===== src/rtl/perf_pkg.sv =====
// Shared types and constants for the performance-counter dump controller.
package perf_pkg;

   typedef enum logic [1:0] {IDLE, SNAP, WRITE, DONE} state_t;

   localparam int unsigned DEF_NUM_CNT   = 18;
   localparam logic [31:0] DEF_BASE_ADDR = 32'h0000_0400;
   localparam logic [31:0] DEF_ADDR_STEP = 32'd4;

   localparam int unsigned CNT_ADD  = 0;
   localparam int unsigned CNT_SUB  = 1;
   localparam int unsigned CNT_AND  = 2;
   localparam int unsigned CNT_OR   = 3;
   localparam int unsigned CNT_XOR  = 4;
   localparam int unsigned CNT_NOR  = 5;
   localparam int unsigned CNT_SLT  = 6;
   localparam int unsigned CNT_SLL  = 7;
   localparam int unsigned CNT_SRL  = 8;
   localparam int unsigned CNT_SRA  = 9;
   localparam int unsigned CNT_ADDI = 10;
   localparam int unsigned CNT_ANDI = 11;
   localparam int unsigned CNT_ORI  = 12;
   localparam int unsigned CNT_LW   = 13;
   localparam int unsigned CNT_SW   = 14;
   localparam int unsigned CNT_BEQ  = 15;
   localparam int unsigned CNT_BNE  = 16;
   localparam int unsigned CNT_J    = 17;

   // Byte address of counter idx; arithmetic wraps modulo 2^32.
   function automatic logic [31:0] cnt_addr(input logic [31:0] base,
                                            input logic [31:0] step,
                                            input logic [31:0] idx);
      return base + idx * step;
   endfunction

endpackage


===== src/rtl/perf_snapshot_regs.sv =====
// Snapshot storage for all counters: one-cycle parallel load, indexed read.
module perf_snapshot_regs
   import perf_pkg::*;
#(
   parameter int unsigned NUM_CNT = DEF_NUM_CNT,
   parameter int unsigned IDX_W   = 5
) (
   input  logic                   clk,
   input  logic                   reset,
   input  logic                   load,
   input  logic [NUM_CNT*32-1:0]  cnt_in,
   input  logic [IDX_W-1:0]       rd_idx,
   output logic [31:0]            rd_data
);

   logic [31:0] snap_q [NUM_CNT];

   always_ff @(posedge clk) begin
      if (reset) begin
         for (int i = 0; i < NUM_CNT; i++) snap_q[i] <= '0;
      end else if (load) begin
         for (int i = 0; i < NUM_CNT; i++) snap_q[i] <= cnt_in[32*i +: 32];
      end
   end

   assign rd_data = (32'(rd_idx) < NUM_CNT) ? snap_q[rd_idx] : '0;

endmodule


===== src/rtl/perf_dump_ctrl.sv =====
// Dumps a consistent snapshot of the instruction-class counters to data memory.
// Optional PERF_DUMP_CLEAR_EN adds cnt_clr, pulsed with done after a full dump.
module perf_dump_ctrl
   import perf_pkg::*;
#(
   parameter int unsigned NUM_CNT   = DEF_NUM_CNT,
   parameter logic [31:0] BASE_ADDR = DEF_BASE_ADDR,
   parameter logic [31:0] ADDR_STEP = DEF_ADDR_STEP
) (
   input  logic                  clk,
   input  logic                  reset,
   input  logic                  start,
   input  logic                  abort,
   input  logic [NUM_CNT*32-1:0] cnt_in,
   output logic                  mem_req,
   input  logic                  mem_ack,
   output logic [31:0]           mem_addr,
   output logic [31:0]           mem_wdata,
   output logic                  busy,
   output logic                  done,
   output logic [4:0]            words_written
`ifdef PERF_DUMP_CLEAR_EN
  ,output logic                  cnt_clr
`endif
);

   localparam int unsigned IDX_W = (NUM_CNT > 1) ? $clog2(NUM_CNT) : 1;
   localparam logic [IDX_W-1:0] LAST_IDX = IDX_W'(NUM_CNT - 1);
   localparam logic [IDX_W-1:0] IDX_ONE  = IDX_W'(1);

   state_t           state_q;
   logic [IDX_W-1:0] idx_q;
   logic [IDX_W-1:0] idx_d;
   logic [4:0]       words_q;
   logic [4:0]       words_d;
   logic             req_q;
   logic             busy_q;
   logic             done_q;
   logic             clr_q;
   logic [31:0]      snap_data;

   assign idx_d   = idx_q + IDX_ONE;
   assign words_d = words_q + 5'd1;

   perf_snapshot_regs #(
      .NUM_CNT (NUM_CNT),
      .IDX_W   (IDX_W)
   ) u_snap (
      .clk     (clk),
      .reset   (reset),
      .load    (state_q == SNAP),
      .cnt_in  (cnt_in),
      .rd_idx  (idx_q),
      .rd_data (snap_data)
   );

   always_ff @(posedge clk) begin
      if (reset) begin
         state_q <= IDLE;
         idx_q   <= '0;
         words_q <= '0;
         req_q   <= 1'b0;
         busy_q  <= 1'b0;
         done_q  <= 1'b0;
         clr_q   <= 1'b0;
      end else begin
         done_q <= 1'b0;
         clr_q  <= 1'b0;
         case (state_q)
            IDLE: begin
               if (start) begin
                  state_q <= SNAP;
                  idx_q   <= '0;
                  words_q <= '0;
                  busy_q  <= 1'b1;
               end
            end
            SNAP: begin
               if (abort) begin
                  state_q <= IDLE;
                  busy_q  <= 1'b0;
               end else begin
                  state_q <= WRITE;
                  req_q   <= 1'b1;
               end
            end
            WRITE: begin
               // An ack coinciding with abort is still counted.
               if (mem_ack) words_q <= words_d;
               if (abort) begin
                  state_q <= IDLE;
                  req_q   <= 1'b0;
                  busy_q  <= 1'b0;
               end else if (mem_ack) begin
                  if (idx_q == LAST_IDX) begin
                     state_q <= DONE;
                     req_q   <= 1'b0;
                     done_q  <= 1'b1;
                     clr_q   <= 1'b1;
                  end else begin
                     idx_q <= idx_d;
                  end
               end
            end
            DONE: begin
               state_q <= IDLE;
               busy_q  <= 1'b0;
            end
            default: state_q <= IDLE;
         endcase
      end
   end

   // Address and data are pure functions of registered state, so they hold until acked.
   assign mem_req       = req_q;
   assign mem_addr      = req_q ? cnt_addr(BASE_ADDR, ADDR_STEP, 32'(idx_q)) : '0;
   assign mem_wdata     = req_q ? snap_data : '0;
   assign busy          = busy_q;
   assign done          = done_q;
   assign words_written = words_q;

`ifdef PERF_DUMP_CLEAR_EN
   assign cnt_clr = clr_q;
`else
   logic unused_clr;
   assign unused_clr = clr_q;
`endif

endmodule

===== config.mk =====
export PLATFORM = sky130hd
export DESIGN_NAME = perf_dump_ctrl
export DESIGN_NICKNAME = d
export VERILOG_FILES = /design/src/rtl/perf_pkg.sv /design/src/rtl/perf_snapshot_regs.sv /design/src/rtl/perf_dump_ctrl.sv
export SDC_FILE = /design/constraint.sdc
export NUM_CORES = 1
export LEC_CHECK = 0
export ABC_AREA = 1
export CAP_MARGIN = 20
export CORE_ASPECT_RATIO = 2
export CORE_UTILIZATION = 40
export CTS_BUF_LIST = sky130_fd_sc_hd__clkbuf_2
export CTS_CLUSTER_DIAMETER = 150
export DETAILED_ROUTE_END_ITERATION = 10
export PLACE_DENSITY = 0.65
export SLEW_MARGIN = 40
export SYNTH_ARGS = -nofsm -noshare
export SYNTH_HDL_FRONTEND = slang
export SYNTH_SLANG_ARGS = --single-unit

===== constraint.sdc =====
create_clock -name clk -period 33.3 [get_ports clk]
set_input_delay 9.99 -clock clk [delete_from_list [all_inputs] [get_ports clk]]
set_output_delay 9.99 -clock clk [all_outputs]
set_load 0.005 [all_outputs]

### Word-level counts from Yosys, hierarchy flattened

Memories as Yosys holds them, arrays and structs flattened. A register that Yosys moved wholly into a read port is not among the register bits.
Cells that the tools add are included.

* add/sub/neg operators: 3
* order comparisons: 1
* eq/ne operators: 12
* muxes and demuxes: 50
* bitwise operators: 20
* reduce and logical (&&, ||, !) cells: 10

Operators with widths (number)
* $mux 32: 20
* $mux 5: 7
* $pmux 5 s2: 2
* $or 1x1->1: 18
* $add 11x7->12 const A: 1
* $mux 1: 12
* $mux 12: 1
* $add 5x1->5 const B: 2
* $mux 2: 5
* $ne 2x2->1 const B: 5
* $pmux 2 s4: 1
* $ne 3x3->1 const B: 2
* $reduce_and 3->1: 2
* $eq 5x5->1 const B: 1
* $lt 5x5->1 const B: 1
* $reduce_and 5->1: 1
* $eq 2x2->1 const B: 2
* $reduce_and 4->1: 1
* $reduce_bool 2->1: 2
* $reduce_or 4->1: 1
* $pmux 1 s3: 1
* $eq 2x1->1 const B: 1
* $logic_not 2->1: 1
* $ne 2x1->1 const B: 1
* other kinds (4): 5

* bits in registers: 15
* bits in writable memories: 576
* input bits: 581
* output and inout bits: 72
* word-level logic and storage cells: 103
* memories kept: 1

Memory list
* u_snap.snap_q: words 18, width 32, rd ports 1, clocked after Yosys merged registers in 1, write ports 18, line perf_snapshot_regs.sv:16 `logic [31:0] snap_q [NUM_CNT];`

### Longest topological paths before layout

Gate-level depths: netlist of the first run.

* depth in word-level cells: 7
* mapped depth: 12
* mapped depth without buffers: 12

### Hierarchy

Synthesis of the first run repeated with hierarchy kept, for this count alone.

* cell total of the unflattened synthesis: 3302
* area total of the unflattened synthesis: 29161.7 um^2

Modules (own cells, without submodules)
* perf_snapshot_regs: instances 1, cells an instance 3058, area an instance 27725.3 um^2
* perf_dump_ctrl: instances 1, cells an instance 244, area an instance 1436.4 um^2

### Worst setup path before layout of the first run

Ideal clock, no wire load.

* kind: input port to flip-flop
* from: input port reset
* to: memory u_snap.snap_q[0][0], enable pin
* library setup time: 0.706 ns
* arrival time: 16.860 ns
* required time: 32.594 ns
* setup slack: 15.734 ns
* stages on the path: 1
* buffers on the path: 0
* path through: or2_2

RTL lines
* start: declaration: line perf_dump_ctrl.sv:11 `input logic reset,`
* end: declaration: line perf_snapshot_regs.sv:16

==> results of run 1 <==
## cell usage in the layout (no fill, tap or decap), drive strengths merged
| cell type | instances |
|---|---|
| clkbuf | 198 |
| nor2 | 595 |
| xnor2 | 1 |
| bufinv | 3 |
| clkinv | 28 |
| a21oi | 81 |
| edfxtp | 576 |
| diode | 9 |
| buf | 26 |
| o211ai | 1 |
| xor2 | 2 |
| ha | 7 |
| or2 | 2 |
| dfxtp | 20 |
| nor3 | 1 |
| nor4 | 1 |
| clkdlybuf4s50 | 626 |
| inv | 889 |
| nand3 | 359 |
| conb | 26 |
| nand2 | 869 |
| o21ai | 4 |
## registers in the layout, summed over array words and instances, names as in the netlist, named ones only
register	cells
busy	1
idx_q	5
u_snap.snap_q	576
done	1
mem_req	1
words_written	5
state_q	2
## stage by stage
stage | std cells | total power, W | hold slack (ps)
2_1_floorplan | 3644 | 0.00128 | 455
3_3_place_gp | 5021 | 0.00145 | 473
3_5_place_dp | 5021 | 0.00146 | 478
4_1_cts | 5250 | 0.00194 | 496
5_1_grt | 5259 | 0.00202 | 537
6_report | 5260 | 0.00192 | 494
## worst max path at each step
stage	startpoint	endpoint	slack, ps	cells after the start
after CTS	flop	mem_wdata[11]	16550	13
after detailed placement	flop	mem_wdata[11]	18090	13
after global routing	flop	mem_wdata[11]	16430	13
after floorplan	reset	u_snap.snap_q[0][0]$_SDFFCE_PN0P_	15730	1
final	flop	mem_wdata[9]	16770	12
after global placement	flop	mem_wdata[9]	18110	12
## worst max-delay path, cell delays in order (launching register included)
cell	delay, ps
dfxtp_4	630
buf_4	680
buf_4	700
buf_4	680
buf_4	790
nand2_1	120
nand3_1	120
nand3_1	120
nand3_1	190
nand3_1	450
nand2_1	180
inv_1	60
clkdlybuf4s50_1	440
## cells in the mapped netlist (all sizes together)
| master | number |
|---|---|
| nor2 | 595 |
| nor4 | 1 |
| nor3 | 1 |
| clkbuf | 34 |
| nand2 | 869 |
| xnor2 | 1 |
| conb | 1 |
| edfxtp | 576 |
| o21ai | 4 |
| a21oi | 81 |
| or2 | 2 |
| dfxtp | 20 |
| ha | 7 |
| xor2 | 2 |
| nand3 | 359 |
| buf | 177 |
| o211ai | 1 |
| inv | 888 |
## cell families after synthesis
kind of cell	count (synthesis)	share of synthesized area, %
adders and majority gates	7	0.291
xor gates and xnor gates	3	0.0873
AOI/OAI and AO/OA	86	1.44
other	1	0.0125
and+or+nand+nor	1827	24.3
buffers and inverters	1099	15.1
DFF	596	58.8
## report_power, final
group	switching (W)	internal, W	total, W
clock network	0.000301	0.000180	0.000480
registers	0.0000409	0.000981	0.00102
logic	0.000274	0.000142	0.000416
## routing by layer
layer	up-vias	part of all wire, %	track usage, %
met3	263	6.4	5.37
met2	1086	51	50.0
li1	12100	-	-
met5	-	0.059	0
met4	10	7.5	21.0
met1	11700	35	31.2
## final cells by class
type | count | area (um2) | share of cell area (%)
Clock inverter | 32 | 204 | 0.537
Antenna cell | 9 | 22.5 | 0.0593
Sequential cell | 596 | 17700 | 46.6
Inverter | 888 | 3350 | 8.82
Timing Repair Buffer | 653 | 6550 | 17.2
Multi-Input combinational cell | 1949 | 7980 | 21.0
Tap cell | 936 | 1170 | 3.08
Clock buffer | 197 | 986 | 2.60
==> impl_results.md, run 1 <==
* DR iter-0 viols at 1613
* Worst Path Arrival at 6540 ps
* IO Pins at 653
* Synth top area cells: edfxtp_1 57%, inv_1 11%, nand2_1 11%
* Fin nets at 4817
* Total gr overflow at 0
* Fill cell count at 7264
* Setup Fix Bufs, Post-CTS at 0
* Clk_lat worst skew at 1300 ps
* Design Area, Final at 0.0380 mm2
* Clock root buffer: clkbuf_2
* Largest net degree at the start of global routing at 158
* Chip Height at 390 um
* Placed Area at 0.0367 mm2
* Leakage power at 18.7 nW
* Post-CTS Resized at 0
* Die ar. at 0.0765 mm2
* Slew Viols, Final at 0
* Placer Congestion at 0.906
* Clock Tree Buf Depth at 3
* Worst Reg-to-Reg Cells at 7
* Clock Skew at 107 ps
* Final ANT Viol Nets at 0
* Fmax at 60.5 MHz
* Post-Syn Area per Cell at 8.32 um2
* Synth warn at 0
* Sequential share of the synthesized area at 58.8%
* Yosys reg bits at 596
* Dpl ws at 18090 ps
* Crit. End Element: output pin
* Number of CTS-inserted buffers at 141
* Hold crit path type: flop to flop
* Headroom to the max-slew limit at 41.2%
* Synth area leader: edfxtp_1
* Hold endpoint: busy$_SDFFE_PP0P_
* HP Start: busy$_SDFFE_PP0P_
* CP required at 23310 ps
* Pwr/cell area at 50.5 mW/mm2
* Critical path fanouts, max at 80
* Area delta synth->final at 26.1%
* IO Port Bufs at 626
* WS Path Type: flop to output pin
* Share of cells above drive strength 1 at 5.61%
* Global-route wire length before repair at 158000 um
* Hold path depth at 2
* Actual slew at the worst max-slew pin at 883 ps
* Peak VDD IR at 0.0000261 V
* RSZ-0062 raised after global routing: false
* Reg2reg setup slack at 29490 ps
* Effective utilization at floorplan at 40.4%
* Netlist cell types at 26
* Type of origin of the critical path: flop
* Total core area at 0.0746 mm2
* Status: finished clean
* Max-cap viol count at 0
* Die width at 196 um
* Vias per cell at 4.78
* Final setup vio count at 0
* WL per Instance at 20.9 um
* Clock-pin slew on the worst setup and hold paths at 130 ps
* Reg2Reg Launch Point: state_q[1]$_SDFFE_PP0P_
* Placed wire-length estimate at 79300 um
* 1st-pass router iterations at 8
* Vias in the first global route at 25400
* Core Util, Final at 50.9%
* Gr usage total at 28.8%
* Post-Syn Area at 0.0301 mm2
* Initial antenna violation count at 16
* Hold-fix buffers at CTS at 0
* Post-route DRC at 0
* Post-route setup slack at 16770 ps
* Via count at 25100
* Part of the cycle the worst path needs at 49.6%
* Top-area cell type share of the netlist area at 57.4%
* Sink Count at 596
* Total negative slack at 0 ps
* Final wirelength at 110000 um
* R2r endpoint: u_snap.snap_q[1][31]$_SDFFCE_PN0P_
* TritonCTS clock tree: built
* H-tree levels at 4
* Fin crit period at 16530 ps
* Row count at 142
* Synthesized instance count at 3619
* Hold Fails Final Rpt at 0
Power figures use the tool's default switching activity.
==> inputs of run 2 (changes only) <==
==> constraint.sdc (replaced) <==
create_clock -name clk -period 17.05 [get_ports clk]
set_input_delay 5.115 -clock clk [delete_from_list [all_inputs] [get_ports clk]]
set_output_delay 5.115 -clock clk [all_outputs]
set_load 0.005 [all_outputs]
==> impl_results.md, run 2 (synthesis results as in run 1) <==
* Status: finished clean
* Total gr overflow at 0
* Max-cap viol count at 0
* FF+latch area at 0.0177 mm2
* Setup Fix Bufs, Post-CTS at 0
* Via count at 25000
* Crit. End Element: output pin
* Sink Count at 596
* Largest Register: u_snap.snap_q
* Part of the cycle the worst path needs at 60.1%
* Slew Viols, Final at 0
* Die ar. at 0.0765 mm2
* Clk_lat worst skew at 1310 ps
* Fin nets at 4822
* Actual slew at the worst max-slew pin at 844 ps
* Setup crit end: mem_wdata[18]
* Most common cell after layout, fill and taps aside: inv_1
* Worst Path Arrival at 5130 ps
* Final setup vio count at 0
* Vias in the first global route at 25000
* Post-route DRC at 0
* WS Path Type: flop to output pin
* Total core area at 0.0746 mm2
* Post-CTS Resized at 0
* DR iter-0 viols at 1572
* Worst Reg-to-Reg Cells at 6
* CP max stage cell: dfxtp_4
* Clock Skew at 62.9 ps
* Area delta synth->final at 26.4%
* IO Port Bufs at 626
* Headroom to the max-slew limit at 43.7%
* H-tree levels at 4
* 1st-pass router iterations at 6
* Final ANT Viol Nets at 0
* Vias per cell at 4.74
* Tot Pwr at 0.00375 W
* Gr usage total at 28.6%
* CP most frequent cell: nand3_1
* Pwr/cell area at 98.4 mW/mm2
* Leakage power at 18.7 nW
* Hold crit path type: flop to flop
* Effective utilization at floorplan at 40.4%
* Flip-flop count of the largest register after layout at 576
* Placer Congestion at 0.922
* WL per Instance at 20.7 um
* Multi-input logic area at 0.00797 mm2
* Total negative slack at 0 ps
* Number of CTS-inserted buffers at 142
* TritonCTS clock tree: built
* Clock-pin slew on the worst setup and hold paths at 110 ps
* Clock Tree Buf Depth at 3
* Reg2reg setup slack at 14000 ps
* Critical path fanouts, max at 148
* Die width at 196 um
* IO Pins at 653
* Hold-fix buffers at CTS at 0
* Final wirelength at 109000 um
* CP cell instances: buf_12 -> clkinv_8 -> buf_4 -> nand2_1 -> nand3_1 -> nand3_1 -> nand3_1 -> nand3_1 -> nand2_1 -> inv_1 -> clkdlybuf4s50_1
* R2r endpoint: u_snap.snap_q[5][28]$_SDFFCE_PN0P_
* Share of cells above drive strength 1 at 5.78%
* Fin crit period at 10250 ps
* Initial antenna violation count at 19
* Fill cell count at 7178
* Placed wire-length estimate at 79000 um
* RSZ-0062 raised after global routing: false
* Row count at 142
* CP required at 11930 ps
* Clock root buffer: clkbuf_2
* Global-route wire length before repair at 155000 um
* Placed Area at 0.0367 mm2
* Largest net degree at the start of global routing at 198
* Fmax at 97.6 MHz
* Hold Fails Final Rpt at 0
* Design Area, Final at 0.0381 mm2
* Crit-path max cell delay at 610 ps
* Reg2Reg Launch Point: state_q[1]$_SDFFE_PP0P_
* Type of origin of the critical path: flop
* Chip Height at 390 um
* Most frequent cells in the layout: 883 x inv_1, 868 x nand2_1, 626 x clkdlybuf4s50_1, 594 x nor2_1, 576 x edfxtp_1
* Peak VDD IR at 0.0000597 V
[run 2: cell types whose count changed in the layout (fill, tap and decap cells not counted), moves of 4 or more]
| cell | previous run | this run |
|---|---|---|
| buf_12 | 1 | 5 |
| clkbuf_2 | 197 | 191 |
| clkinvlp_4 | 0 | 5 |
| diode_2 | 9 | 14 |
[run 2: layout make-up]
| class | instances | area share, % |
|---|---|---|
| clock inverter | 43 | 0.657 |
| inverter | 888 | 8.80 |
| clock buffer | 191 | 2.51 |
| tap | 936 | 3.08 |
| sequential | 596 | 46.5 |
| multi-input combinational | 1949 | 20.9 |
| timing repair buffer | 657 | 17.4 |
| antenna | 14 | 0.0920 |
[run 2: metal layers]
| metal | global-route usage [%] | up-vias | routed length (um) |
|---|---|---|---|
| met5 | 0 | - | 38 |
| met4 | 22.0 | 6 | 8650 |
| met3 | 5.48 | 268 | 6870 |
| met2 | 50.4 | 1130 | 55500 |
| met1 | 29.7 | 11400 | 38300 |
| li1 | - | 12200 | - |
[run 2: metrics by stage]
step	std cells	setup slack, ps	utilization (%)	hold WS [ps]
2_1_floorplan	3644	4360	-	455
3_3_place_gp	5021	7740	49.2	474
3_5_place_dp	5022	7690	49.2	477
4_1_cts	5256	6160	50.8	496
5_1_grt	5274	6500	51.0	541
6_report	5274	6800	51.0	497
[run 2: power breakdown]
group / switching [W] / internal [W]
logic: 0.000538 / 0.000282
registers: 0.0000781 / 0.00192
clock network: 0.000598 / 0.000335
[run 2: worst max-delay path: cells and delay by family (launching register included)]
| kind | cells | cell delay [ps] |
|---|---|---|
| simple gates | 6 | 1100 |
| buf+inv | 5 | 1950 |
| flops | 1 | 610 |
[run 2: how the worst min path moves through the flow]
| stage | start | end | slack (ps) | cells after the start |
|---|---|---|---|---|
| after floorplan | busy$_SDFFE_PP0P_ | busy$_SDFFE_PP0P_ | 460 | 2 |
| after global placement | state_q[0]$_SDFFE_PP0P_ | state_q[0]$_SDFFE_PP0P_ | 470 | 2 |
| after detailed placement | busy$_SDFFE_PP0P_ | busy$_SDFFE_PP0P_ | 480 | 2 |
| after CTS | busy$_SDFFE_PP0P_ | busy$_SDFFE_PP0P_ | 500 | 2 |
| after global routing | state_q[0]$_SDFFE_PP0P_ | state_q[0]$_SDFFE_PP0P_ | 540 | 2 |
| final | busy$_SDFFE_PP0P_ | busy$_SDFFE_PP0P_ | 500 | 2 |
==> inputs of run 3 (changes only) <==
==> constraint.sdc (replaced) <==
create_clock -name clk -period 10.1 [get_ports clk]
set_input_delay 3.03 -clock clk [delete_from_list [all_inputs] [get_ports clk]]
set_output_delay 3.03 -clock clk [all_outputs]
set_load 0.005 [all_outputs]
==> impl_results.md, run 3 (synthesis results as in run 1) <==
* Status: finished clean
* Hold path depth at 2
* Crit-path max cell delay at 700 ps
* Dpl ws at 3420 ps
* Die ar. at 0.0765 mm2
* Row count at 142
* Worst Reg-to-Reg Cells at 6
* HP Start: busy$_SDFFE_PP0P_
* Hold-fix buffers at CTS at 0
* Fmax at 126 MHz
* FF+latch area at 0.0177 mm2
* Die width at 196 um
* Reg2reg setup slack at 6930 ps
* Vias per cell at 4.76
* 1st-pass router iterations at 5
* H-tree levels at 4
* Hold crit path type: flop to flop
* Placer Congestion at 0.927
* Initial antenna violation count at 15
* Number of CTS-inserted buffers at 139
* TritonCTS clock tree: built
* Clock Tree Buf Depth at 3
* Sink Count at 596
* Fin nets at 4815
* Post-CTS Resized at 0
* DR iter-0 viols at 1960
* Clock-pin slew on the worst setup and hold paths at 110 ps
* Vias in the first global route at 25000
* Hold endpoint: busy$_SDFFE_PP0P_
* Fill cell count at 7182
* Slew Viols, Final at 0
* Fin crit period at 7950 ps
* Type of origin of the critical path: flop
* Hold Fails Final Rpt at 0
* Setup Fix Bufs, Post-CTS at 0
* Total gr overflow at 0
* CP max stage cell: dfxtp_4
* Critical path fanouts, max at 190
* Clock root buffer: clkbuf_2
* CP cell instances: clkinv_16 -> buf_12 -> nand2_1 -> nand3_1 -> nand3_1 -> nand3_1 -> nand3_1 -> nand2_1 -> inv_1 -> clkdlybuf4s50_1
* Max-cap viol count at 0
* Final wirelength at 110000 um
* Flip-flop count of the largest register after layout at 576
* Post-route DRC at 0
* Crit. End Element: output pin
* Final setup vio count at 0
* RSZ-0062 raised after global routing: false
* Multi-input logic area at 0.00797 mm2
* Reg2Reg Launch Point: state_q[1]$_SDFFE_PP0P_
* Headroom to the max-slew limit at 38.6%
* Most frequent cells in the layout: 883 x inv_1, 868 x nand2_1, 626 x clkdlybuf4s50_1, 594 x nor2_1, 576 x edfxtp_1
* Core Util, Final at 51.2%
* CP most frequent cell: nand3_1
* R2r endpoint: u_snap.snap_q[2][28]$_SDFFCE_PN0P_
* WL per Instance at 20.7 um
* Global-route wire length before repair at 156000 um
* Chip Height at 390 um
* Total core area at 0.0746 mm2
* Tot Pwr at 0.00646 W
* Peak VDD IR at 0.0000907 V
* Largest Register: u_snap.snap_q
* WS Path Type: flop to output pin
* Part of the cycle the worst path needs at 78.7%
* Leakage power at 18.8 nW
* Hold slack final at 483 ps
* IO Pins at 653
* Clk_lat worst skew at 1360 ps
* Share of cells above drive strength 1 at 5.79%
* Gr usage total at 28.5%
* Worst Path Arrival at 4920 ps
* IO Port Bufs at 626
* Total negative slack at 0 ps
* Effective utilization at floorplan at 40.4%
* Most common cell after layout, fill and taps aside: inv_1
* Actual slew at the worst max-slew pin at 922 ps
* CP required at 7070 ps
* Area delta synth->final at 27.0%
* Pwr/cell area at 169 mW/mm2
* Post-route setup slack at 2150 ps
* Via count at 25200
* Placed wire-length estimate at 79200 um
* Clock Skew at 94.2 ps
* Largest net degree at the start of global routing at 191
* Final ANT Viol Nets at 0
run 3: routing by layer:
metal,track usage (%),wire length (um),vias to the layer above
met1,30.9,38500,11500
met3,5.12,7350,262
met4,19.3,7750,0
met5,0,0,-
li1,-,-,12100
met2,50.2,56000,1220
run 3: worst max path at each step:
stage,cells past startpoint,end
after floorplan,1,u_snap.snap_q[0][0]$_SDFFCE_PN0P_
after global placement,11,mem_wdata[2]
after detailed placement,11,mem_wdata[2]
after CTS,11,mem_wdata[2]
after global routing,11,mem_wdata[12]
final,10,mem_wdata[8]
run 3: cell type report:
class | count | share of cell area [%]
diodes | 16 | 0.105
clock buffers | 189 | 2.47
clock inverters | 57 | 1.03
inverters | 888 | 8.80
multi-input cells | 1949 | 20.8
flip-flops and latches | 596 | 46.3
well taps | 936 | 3.06
repair buffers | 653 | 17.4
run 3: critical path, delay by kind of cell, from the launching register on:
family,cells,cell delay [ps]
buffers and inverters,4,1450
AND/OR/NAND/NOR,6,1020
flip-flops,1,700
run 3: report_power, final:
group / switching (W) / internal, W
logic: 0.000902 / 0.000480
registers: 0.000138 / 0.00323
clock network: 0.00104 / 0.000667
total: 0.00208 / 0.00438
run 3: metrics by stage:
stage | cells | instance area [um2]
final | 5284 | 38200
after global routing | 5283 | 38200
after CTS | 5264 | 38100
after detailed placement | 5018 | 36700
after global placement | 5018 | 36700
after floorplan | 3644 | 30200
